## config.mk

```make
export PLATFORM = sky130hd
export DESIGN_NAME = uut_run_ctrl
export DESIGN_NICKNAME = d
export VERILOG_FILES = /design/src/rtl/uut_run_ctrl.sv
export SDC_FILE = /design/constraint.sdc
export NUM_CORES = 1
export LEC_CHECK = 0
export ABC_AREA = 0
export ABC_CLOCK_PERIOD_IN_PS = 3100
export CORE_AREA = 5 5 198 200
export CTS_CLUSTER_SIZE = 16
export DETAILED_ROUTE_END_ITERATION = 12
export DIE_AREA = 0 0 203 205
export HOLD_SLACK_MARGIN = 0.15
export PLACE_DENSITY = 0.74
export SKIP_LAST_GASP = 1
export SYNTH_ARGS = -nofsm -noshare
export SYNTH_HDL_FRONTEND = slang
export SYNTH_SLANG_ARGS = --single-unit
```

## constraint.sdc

```tcl
create_clock -name clk -period 3.1 [get_ports clk]
set_input_delay 0.93 -clock clk [delete_from_list [all_inputs] [get_ports clk]]
set_output_delay 0.93 -clock clk [all_outputs]
set_load 0.1 [all_outputs]
```

## src/rtl/uut_run_ctrl.sv

```systemverilog
// uut_run_ctrl: sequences one cipher UUT run (load key/IV, hold UUT reset, timed run, capture result).
// Define UUT_RUN_CTRL_DEBUG_EN to add debug_o = {state one-hot {fin,run,hold,load} (idle=0), timeout_o, busy, cnt[9:0]}.
module uut_run_ctrl #(
  parameter int KEY_W = 80,
  parameter int IV_W = 80,
  parameter int BLK_W = 64,
  parameter int CNT_W = 32,
  parameter int RST_CYCLES = 4
) (
  input  logic             clk,
  input  logic             rst,
  input  logic             start,
  input  logic [KEY_W-1:0] key_i,
  input  logic [IV_W-1:0]  iv_i,
  input  logic [CNT_W-1:0] timeout_i,
  output logic             busy,
  output logic             done,
  output logic             timeout_o,
  output logic [BLK_W-1:0] block_o,
  output logic [CNT_W-1:0] cycles_o,
  output logic             rst_uut,
  output logic [KEY_W-1:0] key_uut,
  output logic [IV_W-1:0]  iv_uut,
`ifdef UUT_RUN_CTRL_DEBUG_EN
  output logic [15:0]      debug_o,
`endif
  input  logic             end_uut,
  input  logic [BLK_W-1:0] block_o_uut
);
  typedef enum logic [2:0] {IDLE, LOAD, HOLD, RUN, FIN} state_t;
  state_t state_q, state_d;
  logic busy_q, busy_d, done_q, done_d, tmo_q, tmo_d, rst_uut_q, rst_uut_d;
  logic [BLK_W-1:0] block_q, block_d;
  logic [CNT_W-1:0] cycles_q, cycles_d, cnt_q, cnt_d, to_q, to_d, cnt_inc;
  logic [KEY_W-1:0] key_q, key_d;
  logic [IV_W-1:0] iv_q, iv_d;
`ifdef UUT_RUN_CTRL_DEBUG_EN
  logic [15:0] dbg_q, dbg_d;
  assign debug_o = dbg_q;
`endif
  assign busy = busy_q;
  assign done = done_q;
  assign timeout_o = tmo_q;
  assign block_o = block_q;
  assign cycles_o = cycles_q;
  assign rst_uut = rst_uut_q;
  assign key_uut = key_q;
  assign iv_uut = iv_q;
  assign cnt_inc = cnt_q + CNT_W'(1);
  always_comb begin
    state_d = state_q;
    busy_d = busy_q;
    tmo_d = tmo_q;
    block_d = block_q;
    cycles_d = cycles_q;
    key_d = key_q;
    iv_d = iv_q;
    to_d = to_q;
    cnt_d = '0;
    case (state_q)
      IDLE: if (start) begin
        state_d = LOAD;
        busy_d = 1'b1;
        key_d = key_i;
        iv_d = iv_i;
        to_d = timeout_i;
        tmo_d = 1'b0;
        block_d = '0;
        cycles_d = '0;
      end
      LOAD: state_d = HOLD;
      // cnt doubles as the hold counter and is left at zero on RUN entry
      HOLD: begin
        cnt_d = (cnt_q == CNT_W'(RST_CYCLES - 1)) ? '0 : cnt_inc;
        state_d = (cnt_q == CNT_W'(RST_CYCLES - 1)) ? RUN : HOLD;
      end
      RUN: begin
        cnt_d = &cnt_q ? cnt_q : cnt_inc;
        if (end_uut) begin
          block_d = block_o_uut;
          cycles_d = cnt_q;
          state_d = FIN;
        end else if (to_q != '0 && cnt_inc == to_q) begin
          tmo_d = 1'b1;
          cycles_d = to_q;
          state_d = FIN;
        end
      end
      FIN: begin
        busy_d = 1'b0;
        state_d = IDLE;
      end
      default: state_d = IDLE;
    endcase
    done_d = state_d == FIN;
    rst_uut_d = state_d != RUN;
`ifdef UUT_RUN_CTRL_DEBUG_EN
    dbg_d = {state_d == FIN, state_d == RUN, state_d == HOLD, state_d == LOAD, tmo_d, busy_d, cnt_d[9:0]};
`endif
  end
  always_ff @(posedge clk) begin
    if (rst) begin
      state_q <= IDLE;
      busy_q <= 1'b0;
      done_q <= 1'b0;
      tmo_q <= 1'b0;
      block_q <= '0;
      cycles_q <= '0;
      rst_uut_q <= 1'b1;
      key_q <= '0;
      iv_q <= '0;
      to_q <= '0;
      cnt_q <= '0;
`ifdef UUT_RUN_CTRL_DEBUG_EN
      dbg_q <= '0;
`endif
    end else begin
      state_q <= state_d;
      busy_q <= busy_d;
      done_q <= done_d;
      tmo_q <= tmo_d;
      block_q <= block_d;
      cycles_q <= cycles_d;
      rst_uut_q <= rst_uut_d;
      key_q <= key_d;
      iv_q <= iv_d;
      to_q <= to_d;
      cnt_q <= cnt_d;
`ifdef UUT_RUN_CTRL_DEBUG_EN
      dbg_q <= dbg_d;
`endif
    end
  end
endmodule

```

# After elaboration in Yosys (flattened, before gate mapping)
# Index checks and enable logic that the tools add are counted.
# classes
n_addsub	1
multipliers	0
n_div	0
n_lt_le_gt_ge	0
eq_ne	14
n_shift	0
n_mux	21
n_bitwise	0
reduce_logical	11
# ops
op	n
$mux 32	5
$mux 64	2
$pmux 32 s2	2
$pmux 64 s2	1
$add 32x1->32 const B	1
$eq 32x2->1 const B	1
$eq 32x32->1	1
$reduce_and 32->1	1
$reduce_bool 32->1	1
$pmux 3 s4	1
$ne 2x2->1 const B	5
$mux 3	3
$eq 3x2->1 const B	2
$eq 3x3->1 const B	2
$reduce_and 3->1	2
$mux 1	5
$pmux 1 s2	2
$reduce_and 2->1	2
$reduce_and 4->1	1
$reduce_bool 2->1	2
$eq 3x1->1 const B	1
$logic_not 3->1	1
$ne 3x2->1 const B	1
$ne 3x3->1 const B	1
$logic_and 1x1->1	1
# totals
reg_bits	327
latch_bits	0
ramBits	0
rom_bits	0
inputBits	260
output_inout_bits	260
wordCells	58
mem_count	0

# Logic depth before layout (Yosys ltp)
# Gate-level depths: netlist of run 1.
# depth
word_depth	7
mapped_depth	11
ltp_nobuf	9

# Worst setup path after synthesis of run 1
# No wires, ideal clock.
# synth_timing
path_kind	register to register
from	register cnt_q[0]
to	register cycles_q[10] (netlist: cycles_o[10])
setup_ns	0.121
arrival_time_ns	3.127
t_required_ns	2.979
slack_ns	-0.148
path_stages_with_launch	12
n_path_buf	2
synth_period_minus_slack_ns	3.248
path_cell_list	dfxtp_1 -> ha_1 -> nand3_1 -> or4_1 -> clkbuf_1 -> or2_1 -> a2111oi_2 -> nand4_1 -> nor4_4 -> and4_4 -> buf_6 -> o21ai_1
# synth_between
elab_chain_len	5
# synth_lines
element	line	source
from (decl)	34	logic [CNT_W-1:0] cycles_q, cycles_d, cnt_q, cnt_d, to_q, to_d, cnt_inc;
from (signal assigned)	128	cnt_q <= cnt_d;
$add 32x1->32	49	assign cnt_inc = cnt_q + CNT_W'(1);
$eq 32x32->1	83	end else if (to_q != '0 && cnt_inc == to_q) begin
$logic_and 1x1->1	83	
$ne 3x3->1 (no line)	-	
$reduce_and 3->1 (no line)	-	
to (signal assigned)	123	cycles_q <= cycles_d;
to (decl)	34	
# Every way passes these cells.
# A chain may end at the register's enable or synchronous reset.

# Worst setup path in the final report of run 1
# layout_timing
from	register cnt_q[0]
to	register rst_uut_q (netlist: rst_uut)
# layout_between
elab_chain_len	7
word_cells_on_any_way	9
cone_classes	1 x add/sub; 3 x eq/ne; 4 x mux; 1 x reduce/logical
# layout_lines
element	line	source
$add 32x1->32	49	
$eq 32x32->1	83	
$logic_and 1x1->1	83	
$mux 3	83	
$mux 3	79	if (end_uut) begin
$pmux 3 s4 *	60	case (state_q)
$ne 3x2->1 *	96	rst_uut_d = state_d != RUN;
to (signal assigned)	124	rst_uut_q <= rst_uut_d;
to (decl)	32	logic busy_q, busy_d, done_q, done_d, tmo_q, tmo_d, rst_uut_q, rst_uut_d;
# Every way passes the cells marked *; elsewhere a longest branch is shown, timed or not.

==> flow_summary.json, run 1 <==
{
  "dr_total_vias": 14309,
  "powerDensity_mw_per_mm2": 561,
  "timing.fmax_mhz": 335,
  "total_power_mw": 11.4,
  "drt_iter0_markers": 943,
  "stdcell_area_mm2": 0.0203,
  "seqPwrFrac_pct": 39.7,
  "crit_fanout": 18,
  "syn_to_final_growth_pct": 47.3,
  "grtUsageTotal_pct": 22.9,
  "final.min_clock_period_ns": 2.99,
  "cts_hold_buffers": 0,
  "drc": 0,
  "hp-class": "flop to flop",
  "synthArstFlopShare_pct": 0,
  "synth_warnings": 0,
  "rsz0062_at_grt": "false",
  "maxSlewViolCount": 0,
  "p_sw_share_pct": 32.7,
  "core_mm2": 0.0372,
  "grt_pass1_wl_um": 77200,
  "post-place-ws_ns": -0.120,
  "dr.pass1.iters": 6,
  "synth_fp_nets": 2027,
  "synth_area_leader_cell": "dfxtp_1",
  "n_fill_cell": 3358,
  "clk_latency_ns": 0.54,
  "critPathKind": "flop to flop",
  "setup_viol": 0,
  "p_sw_mw": 3.73,
  "synth-simple-area-share_pct": 26.0,
  "clockRootBuffer": "clkbuf_16",
  "gp_congestion": 0.963,
  "tns_ns": 0,
  "seqCellArea_mm2": 0.00655,
  "netlist_area_mm2": 0.0138,
  "die_area_mm2": 0.0416,
  "synth_ff_type": "dfxtp_1",
  "final_util_pct": 54.6,
  "synthAdderAreaFrac_pct": 0.0907,
  "synth_top_family_by_area": "simple AND/OR/NAND/NOR gates",
  "grt_pass1_vias": 13573,
  "internal-power_mw": 7.66,
  "grt_max_degree": 162,
  "combinationalPowerShare_pct": 22.4,
  "clkSlewWorstSetupHoldPaths_ns": 0.06,
  "start_kind": "flop",
  "wl_per_cell_um": 18.7,
  "cts_tree": "yes",
  "synth.distinct_cells": 58,
  "final_hold_viol_count": 0,
  "synth_top_area_share_pct": 47.5,
  "routed_via_density": 5.22,
  "grt_overflow": 0,
  "hpwl_um": 36300,
  "final_nets": 2499,
  "irDropWorstVdd_mv": 0.459,
  "synth_most_common_cell": "nand2_1",
  "die_w_um": 203,
  "multi_input_area_mm2": 0.00669,
  "period_share_pct": 96.4,
  "postSynthCellCount": 1766,
  "cp_data_arrival_time_ns": 3.41,
  "drv_cap": 0,
  "synth-seq-cells": 327,
  "ios": 520,
  "endpoint_kind": "flop",
  "initial_utilization_pct": 37.0,
  "ant_nets": 0,
  "fin_skew_ns": 0.0131,
  "pwr-share-clk_pct": 37.9,
  "muxShareOfSynthArea_pct": 2.40,
  "synth-edff-count": 0,
  "drive_above_1_share_pct": 18.6,
  "synth_compound_area_share_pct": 15.5,
  "routed_wl_um": 51200,
  "die_h_um": 205,
  "leakage_nw": 7.95,
  "synth.area.top_cells": "dfxtp_1 (47%), nand2_1 (13%), a21oi_1 (11%)",
  "htreeDepth": 2,
  "antenna_found_initial": 2,
  "numPortBuffers": 519,
  "seq_area_frac_synth_pct": 47.5,
  "clock_path_buffers": 3,
  "required_ns": 3.52,
  "worst_pin_slew_ns": 0.707,
  "cts.sinks": 327,
  "placed_area_mm2": 0.0190,
  "synth_commonest_cells": "nand2_1 (492), dfxtp_1 (327), a21oi_1 (291)",
  "syn_avg_cell_area_um2": 7.81,
  "cts_buffers": 37,
  "outcome": "finished, final reports clean",
  "rows": 71,
  "synth_xor_area_share_pct": 3.79,
  "slew_headroom_pct": 52.9,
  "worst_slack_ns": 0.113
}
## layout make-up
class | count | share of cell area, %
well taps | 474 | 2.92
diodes | 2 | 0.0246
clock inverters | 10 | 0.351
repair buffers | 586 | 25.8
multi-input cells | 1277 | 32.9
inverters | 9 | 0.166
clock buffers | 55 | 5.59
flip-flops and latches | 327 | 32.3
## layer usage
| layer | vias up | track usage (%) | part of all wire [%] |
|---|---|---|---|
| met5 | - | 0 | 0 |
| met4 | 0 | 7.01 | 2.6 |
| met3 | 93 | 7.38 | 8.9 |
| met2 | 612 | 38.5 | 49 |
| met1 | 6622 | 28.2 | 40 |
| li1 | 6982 | - | - |
## per-stage QoR
step,std cells,hold WS [ns]
6_report,2740,0.450
4_1_cts,2735,0.452
3_3_place_gp,2666,0.439
5_1_grt,2740,0.463
3_5_place_dp,2666,0.444
2_1_floorplan,1766,0.461
## registers in the layout, summed over array words and instances, names as in the netlist, 3 cells and up
name      count
iv_uut       80
key_uut      80
block_o      64
state_q       3
cycles_o     32
cnt_q        32
to_q         32
## worst paths after layout
kind	slack, ns	endpoint	startpoint	cells past startpoint
max	0.11	rst_uut	cnt_q[0]	11
max reg2reg	0.11	rst_uut	cnt_q[0]	11
min	0.45	block_o[14]	block_o[14]	2
min reg2reg	0.45	block_o[14]	block_o[14]	2
## cells by family after synthesis
kind of cell	Yosys count
muxes	33
buffers and inverters	165
and+or+nand+nor	789
DFF	327
adders and majority gates	1
xor gates and xnor gates	55
AOI/OAI and AO/OA	396
## placed cells by master (no fill, tap or decap), types with 21 or more instances in the layout
cell type	n
nand2_1	491
buf_4	312
clkdlybuf4s50_1	257
nand3_1	75
a21oi_1	290
nor3_1	77
dfxtp_1	321
xnor2_1	32
a31oi_1	33
mux2i_1	33
nand3b_1	35
o21ai_1	30
nor4_1	21
clkbuf_16	39
## critical path, stage by stage (launching register included)
cell and delay, ns:
dfxtp_2 0.37, ha_2 0.22, nand3_4 0.14, or4_4 0.48, or4_1 0.53, o221a_2 0.14
nand4_1 0.13, nor4_4 0.05, buf_6 0.16, buf_12 0.16, and3_1 0.16, or3_1 0.33
## timing repair
action | 4_1_cts | 5_1_grt
pin swaps | 4 | 5
gates cloned | 3 | 1
buffers inserted | 1 | 2
setup endpoints to repair | 37 | 38
resized for setup | 11 | 7
## power by group through the flow
stage	logic [mW]	registers, mW	clock network [mW]
after global routing	2.67	4.55	4.61
after global placement	2.53	4.60	0
after floorplan	0.632	5.66	0
after CTS	2.56	4.52	4.43
after detailed placement	2.55	4.61	0
final	2.55	4.52	4.31
No activity file was read; power rests on OpenSTA's default activity.
==> run 2: changes to the inputs <==
--- a/config.mk
+++ b/config.mk
@@ -6,7 +6,6 @@
 export NUM_CORES = 1
 export LEC_CHECK = 0
 export ABC_AREA = 0
-export ABC_CLOCK_PERIOD_IN_PS = 3100
 export CORE_AREA = 5 5 198 200
 export CTS_CLUSTER_SIZE = 16
 export DETAILED_ROUTE_END_ITERATION = 12
==> results of run 2 <==
Final layout, timing and power as in run 1 (identical DEF).
==> run 3: changes to the inputs <==
--- a/config.mk
+++ b/config.mk
@@ -6,6 +6,7 @@
 export NUM_CORES = 1
 export LEC_CHECK = 0
 export ABC_AREA = 0
+export CAP_MARGIN = 20
 export CORE_AREA = 5 5 198 200
 export CTS_CLUSTER_SIZE = 16
 export DETAILED_ROUTE_END_ITERATION = 12
==> results of run 3 <==
Final layout, timing and power as in run 1 (identical DEF).
